**config.mk**
```make
export PLATFORM = sky130hd
export DESIGN_NAME = controller
export DESIGN_NICKNAME = d
export VERILOG_FILES = /design/src/rtl/controller_pkg.sv /design/src/rtl/controller_gate_unit.sv /design/src/rtl/controller.sv
export SDC_FILE = /design/constraint.sdc
export NUM_CORES = 1
export LEC_CHECK = 0
export ABC_AREA = 1
export BUFFER_PORTS_ARGS = -buffer_cell sky130_fd_sc_hd__clkbuf_2
export CAP_MARGIN = 20
export CORE_AREA = 2 2 39 41
export DETAILED_ROUTE_END_ITERATION = 8
export DIE_AREA = 0 0 41 43
export GPL_TIMING_DRIVEN = 0
export PLACE_DENSITY = 0.69
export SLEW_MARGIN = 5
export SYNTH_ARGS = -nofsm -noshare
export SYNTH_HDL_FRONTEND = slang
export SYNTH_SLANG_ARGS = --single-unit
```
**constraint.sdc**
```tcl
create_clock -name clk -period 0.8 [get_ports clk]
set_clock_uncertainty 0.15 [all_clocks]
set_input_delay 0.08 -clock clk [delete_from_list [all_inputs] [get_ports clk]]
set_output_delay 0.08 -clock clk [all_outputs]
set_load 0.05 [all_outputs]
```
**src/rtl/controller_pkg.sv**
```systemverilog
// ---------------------------------------------------------------------------
// controller_pkg
//   Shared definitions for the registered 4-bit logic-gate controller.
//   - op_t  : gate select codes, in the same encoding as {S1,S0}
//   - A_W, B_W, Y_W : fixed operand and result widths
// ---------------------------------------------------------------------------
package controller_pkg;

    localparam int A_W = 4;
    localparam int B_W = 2;
    localparam int Y_W = 4;

    typedef enum logic [1:0] {
        OP_AND  = 2'b00,
        OP_OR   = 2'b01,
        OP_XOR  = 2'b10,
        OP_NAND = 2'b11
    } op_t;

endpackage : controller_pkg

```
**src/rtl/controller_gate_unit.sv**
```systemverilog
// ---------------------------------------------------------------------------
// controller_gate_unit
//   Purely combinational bitwise gate applied to two Y_W-bit operands.
//   Ports:
//     a   input  [Y_W-1:0]  operand A
//     bx  input  [Y_W-1:0]  operand B, already zero-extended by the caller
//     op  input  op_t       gate select
//     y   output [Y_W-1:0]  gate result
// ---------------------------------------------------------------------------
module controller_gate_unit
    import controller_pkg::*;
(
    input  logic [Y_W-1:0] a,
    input  logic [Y_W-1:0] bx,
    input  op_t            op,
    output logic [Y_W-1:0] y
);

    always_comb begin
        y = '0;
        case (op)
            OP_AND:  y = a & bx;
            OP_OR:   y = a | bx;
            OP_XOR:  y = a ^ bx;
            OP_NAND: y = ~(a & bx);
            default: y = '0;
        endcase
    end

endmodule : controller_gate_unit

```
**src/rtl/controller.sv**
```systemverilog
// ---------------------------------------------------------------------------
// controller
//   Registered 4-bit logic-gate controller. Each rising edge samples the
//   enable, select and operands and updates both outputs; nothing else is
//   remembered between edges.
//   Ports:
//     clk  input       rising-edge clock
//     rst  input       synchronous active-high reset, clears Y and D
//     I    input       enable: 1 = evaluate, 0 = next outputs are zero
//     S1   input       select MSB
//     S0   input       select LSB
//     A    input  [3]  operand A
//     B    input  [1]  operand B (zero-extended to 4 bits internally)
//     Y    output [3]  registered gate result
//     D    output [3]  registered one-hot decode of {S1,S0}
//   No handshake: inputs are consumed unconditionally every cycle and the
//   outputs are valid one edge later; there is no backpressure.
// ---------------------------------------------------------------------------
module controller
    import controller_pkg::*;
(
    input  logic           clk,
    input  logic           rst,
    input  logic           I,
    input  logic           S1,
    input  logic           S0,
    input  logic [A_W-1:0] A,
    input  logic [B_W-1:0] B,
    output logic [Y_W-1:0] Y,
    output logic [Y_W-1:0] D
);

    logic [1:0]     sel;
    op_t            op;
    logic [Y_W-1:0] bx;
    logic [Y_W-1:0] gate_y;
    logic [Y_W-1:0] dec;

    logic [Y_W-1:0] y_d, y_q;
    logic [Y_W-1:0] d_d, d_q;

    assign sel = {S1, S0};
    assign op  = op_t'(sel);
    assign bx  = {{(Y_W-B_W){1'b0}}, B};

    controller_gate_unit u_gate (
        .a  (A),
        .bx (bx),
        .op (op),
        .y  (gate_y)
    );

    // One-hot decode of the select code.
    always_comb begin
        dec = '0;
        dec[sel] = 1'b1;
    end

    // Enable low forces both next outputs to zero regardless of other inputs.
    always_comb begin
        y_d = '0;
        d_d = '0;
        if (I) begin
            y_d = gate_y;
            d_d = dec;
        end
    end

    always_ff @(posedge clk) begin
        if (rst) begin
            y_q <= '0;
            d_q <= '0;
        end else begin
            y_q <= y_d;
            d_q <= d_d;
        end
    end

    assign Y = y_q;
    assign D = d_q;

endmodule : controller

```
==> qor.yml, run 1 <==
detailed_routing:
  dr.pass1.iters: 4
  drc: 0
  drt_wl_total_um: 737
  drtIter0Drc: 8
  via_per_inst: 4.28
  antenna_left: 0
  wl_per_cell_um: 8.38
  vias: 377
sta:
  worst_pin_slew_ns: 0.157
  fin_ws_ns: -0.147
  fmax_mhz: 1060
  fin_crit_sh_pct: 118
  fin_hold_ws_ns: -0.103
  slew_violations: 0
  hold_viol_final: 8
  slew_headroom_pct: 89.5
  rsz0062_at_grt: "true"
  fin_crit_ns: 0.947
  setup_viol: 8
setup_path:
  crit_path_cell_trace: "buf_8"
  path_max_fanout: 1
  cp_top_family: "flip-flops"
  cp.arrival_ns: 0.72
  critPathKind: "flip-flop to primary output"
  crit_path_top_delay_cell: "dfxtp_2"
  max_stage_delay_ns: 0.33
  worst_setup_path_end_kind: "primary output"
  path_buf_inv: 1
  start_kind: "flip-flop"
  worst_ep_required_time_ns: 0.57
layout:
  final_nets: 89
  fin_area_um2: 669
  drive_gt1_share_pct: 52.8
  area_growth_pct: 56.9
  num_antenna_cells: 0
power:
  p_per_area_mw_per_mm2: 1460
  power_uw: 975
  vdd_drop_max_mv: 0.486
  p_leak_uw: 0.000325
placed_design:
  port_buffers: 16
  gp_congestion: 0.727
  placed_cell_area_um2: 566
  hpwl_um: 593
  dp_slack_ns: -0.182
synthesis:
  ys.flop_type: "dfxtp_1"
  ys_types: 14
  synth_common_cells: "inv_1 (10), dfxtp_1 (8), nor2_1 (7)"
  async_flop_share_pct: 0
  synth_area_leaders: "dfxtp_1 (38%), ha_1 (12%), inv_1 (8.8%)"
  yosys_warnings: 0
  yosysSeqAreaShare_pct: 37.5
  synth_top_area_share_pct: 37.5
  synth_edf_count: 0
  synth.most_common_cell: "inv_1"
  synthCells: 53
  syn_nets: 68
  syn_area_per_cell_um2: 8.05
  syn_area_um2: 427
  yosys.area.top_type: "dfxtp_1"
  ys_ff_latch: 8
die:
  start_util_pct: 30.8
  die_area_mm2: 0.00176
  placementRows: 14
  core_area_mm2: 0.00138
  die_w_um: 41
  ios: 19
  die_h_um: 43
status:
  outcome: "finished, violations left"
  violations: "hold timing, setup timing"
cts:
  numCtsBuffers: 3
  cts_tree: "done"
  cts-root-buf: "clkbuf_4"
  cts_buffer_depth: 2
  clkTransAtPathRegs_ns: 0.05
  ctsHtreeMaxLevel: 1
  clock-sinks: 8
grt:
  grt_pass1_wl_um: 1320
  antenna_found_initial: 0
  grtUsageTotal_pct: 11.3
  first_global_vias: 332
  grt_max_degree: 9
  grt_overflow: 0
flow_run:
  maxCapViolCount: 0
worst_hold_path:
  min_path_type: "primary input to flip-flop"
[power by group]
part / internal (uW) / switching (uW) / total (uW) / leakage (uW)
Sequential: 418 / 9.68 / 428 / 0.0000688
Combinational: 107 / 145 / 253 / 0.000242
Clock: 171 / 123 / 294 / 0.0000138
Total: 697 / 278 / 975 / 0.000325
[routing by layer]
metal | wire length (um) | GRT usage (%) | part of all wire (%)
met5 | 0 | 0 | 0
met3 | 70 | 3.14 | 9.5
met2 | 323 | 15.6 | 44
met4 | 27 | 8.00 | 3.7
met1 | 316 | 14.4 | 43
[cell usage in the layout (no fill, tap or decap), drive strengths merged]
cell    instances
inv            12
clkbuf         11
buf            10
dfxtp           8
nor2            8
nand3           6
nand2           6
ha              4
nor3            3
a21oi           2
o21ai           2
[what timing repair did]
action / 4_1_cts / 5_1_grt
pin swaps: 0 / 1
setup endpoints to repair: 8 / 9
hold endpoints to repair: 8 / 8
resized for setup: 17 / 8
setup buffers: 0 / 0
[cells by family after synthesis]
| group | after synthesis | share of synthesized area [%] |
|---|---|---|
| AOI/OAI and AO/OA | 4 | 4.69 |
| buffers and inverters | 14 | 18.8 |
| adders and majority gates | 4 | 11.7 |
| and+or+nand+nor | 23 | 27.3 |
| DFF | 8 | 37.5 |
[final cells by class]
cell class              count  area (um^2)
plain buffers               2         22.5
clock buffers               3         22.5
fillers                   141          714
inverters                  12         62.6
multi-input cells          31          211
flip-flops and latches      8          170
well taps                  16         20.0
repair buffers             16          160
[sequential cells by signal, indices dropped and copies added, names as in the netlist]
signal	count
D	4
Y	4
[per-stage QoR]
| stage | setup TNS [ns] | util, % | instances |
|---|---|---|---|
| after floorplan | -0.0406 | - | 53 |
| after global placement | -0.337 | 40.9 | 85 |
| after detailed placement | -0.371 | 40.9 | 85 |
| after CTS | -1.33 | 47.6 | 88 |
| after global routing | -1.45 | 48.4 | 88 |
| final | -1.15 | 48.4 | 88 |
[worst paths after layout]
check,start,endpoint,depth (start not counted),slack [ns]
setup / recovery,Y[3],Y[3],1,-0.15
hold / removal,S0,D[2],2,-0.10
(Power assumes the default switching activity.)
==> run 2, diff against run 1 <==
--- a/config.mk
+++ b/config.mk
@@ -11,7 +11,7 @@
 export CORE_AREA = 2 2 39 41
 export DETAILED_ROUTE_END_ITERATION = 8
 export DIE_AREA = 0 0 41 43
-export GPL_TIMING_DRIVEN = 0
+export GPL_TIMING_DRIVEN = 1
 export PLACE_DENSITY = 0.69
 export SLEW_MARGIN = 5
 export SYNTH_ARGS = -nofsm -noshare
==> run 2 against run 1 <==
The flow still finishes with violations (hold timing, setup timing). First-iteration DRC count is 88% lower. Worst setup slack lost 0.010 ns. Flip-flop and latch count unchanged. Fmax decreased by 1.1%. Combinational power is 3% higher. Critical path depth unchanged. Design area rose by 3.0%. Non-clock buffer count up 4. Largest power group unchanged.
==> qor.yml, run 2 (synthesis results as in run 1) <==
status:
  outcome: "finished, violations left"
  violations: "hold timing, setup timing"
layout:
  fillers: 124
  multi_input_area_um2: 214
  final_cell_mix: "clkbuf_2 (10), dfxtp_2 (8), buf_8 (8), inv_1 (7)"
  final_common_cell: "clkbuf_2"
  fin_area_um2: 689
  regArea_um2: 170
  drive_gt1_share_pct: 56.6
  final_nets: 93
  num_antenna_cells: 0
  fin_cells: 92
  area_growth_pct: 61.6
die:
  ios: 19
  die_h_um: 43
  core_area_mm2: 0.00138
  die_w_um: 41
  placementRows: 14
  start_util_pct: 30.8
  die_area_mm2: 0.00176
placed_design:
  gp_congestion: 0.796
  dp_slack_ns: -0.183
  dp.cells: 89
  placed_cell_area_um2: 583
  port_buffers: 18
power:
  power_uw: 993
  vdd_drop_max_mv: 0.360
  p_per_area_mw_per_mm2: 1440
  p_leak_uw: 0.000340
setup_path:
  cp_top_family: "flip-flops"
  start_kind: "flip-flop"
  cp.arrival_ns: 0.73
  path_max_fanout: 1
  worst_ep_required_time_ns: 0.57
  crit_path_cell_trace: "buf_8"
  path_buf_inv: 1
  crit_path_top_delay_cell: "dfxtp_2"
  max_stage_delay_ns: 0.33
  critPathKind: "flip-flop to primary output"
  worst_setup_path_end_kind: "primary output"
cts:
  cts_buffer_depth: 2
  cts_tree: "done"
  cts-root-buf: "clkbuf_4"
  clock-sinks: 8
  ctsHtreeMaxLevel: 1
  postCtsSetupRepairBufs: 0
  numCtsBuffers: 3
  clkTransAtPathRegs_ns: 0.05
detailed_routing:
  via_per_inst: 4.15
  wl_per_cell_um: 8.50
  antenna_left: 0
  drtIter0Drc: 1
  drt_wl_total_um: 782
  dr.pass1.iters: 2
  vias: 382
  drc: 0
worst_hold_path:
  min_path_type: "primary input to flip-flop"
sta:
  fin_crit_ns: 0.957
  fin_crit_sh_pct: 120
  slew_violations: 0
  slew_headroom_pct: 86.3
  fin_ws_ns: -0.157
  fin_hold_ws_ns: -0.0948
  hold_viol_final: 6
  rsz0062_at_grt: "true"
  setup_viol: 8
  fmax_mhz: 1040
  worst_pin_slew_ns: 0.206
grt:
  grt_pass1_wl_um: 1190
  grt_max_degree: 7
  first_global_vias: 305
  grtUsageTotal_pct: 10.3
  grt_overflow: 0
  antenna_found_initial: 0
flow_run:
  maxCapViolCount: 0
## run 2: worst paths after layout
path	from	slack (ns)	endpoint	cells past startpoint
max	Y[0]	-0.16	Y[0]	1
min	A[3]	-0.09	Y[3]	3
## run 2: layout make-up
type                       instances  area share, %
clock buffer                       3           3.27
inverter                          12           9.07
multi-input combinational         31           31.0
sequential                         8           24.7
tap                               16           2.90
timing repair buffer              22           29.0
## run 2: timing repair
action | in CTS | in global routing
cloned | 0 | 0
setup endpoints to repair | 8 | 9
hold endpoints to repair | 6 | 4
gates resized for setup | 17 | 9
## run 2: routing by layer
| layer | GRT usage (%) | wire length (um) | part of all wire [%] | up-vias |
|---|---|---|---|---|
| met5 | 0 | 0 | 0 | - |
| met4 | 8.00 | 16 | 2.0 | 0 |
| met3 | 3.14 | 73 | 9.3 | 2 |
| met2 | 14.7 | 344 | 44 | 16 |
| met1 | 12.1 | 348 | 45 | 155 |
| li1 | - | - | - | 209 |
## run 2: stage by stage
stage / TNS [ns] / util (%) / hold slack [ns]
finish: -1.18 / 49.8 / -0.0948
global route: -1.40 / 49.8 / -0.0894
CTS: -1.37 / 48.9 / -0.0894
detailed placement: -0.829 / 42.1 / 0.173
global placement: -0.668 / 42.1 / 0.167
floorplan: -0.0406 / - / 0.0616
## run 2: report_power, final
part | switching, uW | total (uW) | internal (uW)
sequential | 9.67 | 428 | 418
clock | 133 | 305 | 171
combinational | 149 | 261 | 112
total | 292 | 993 | 701
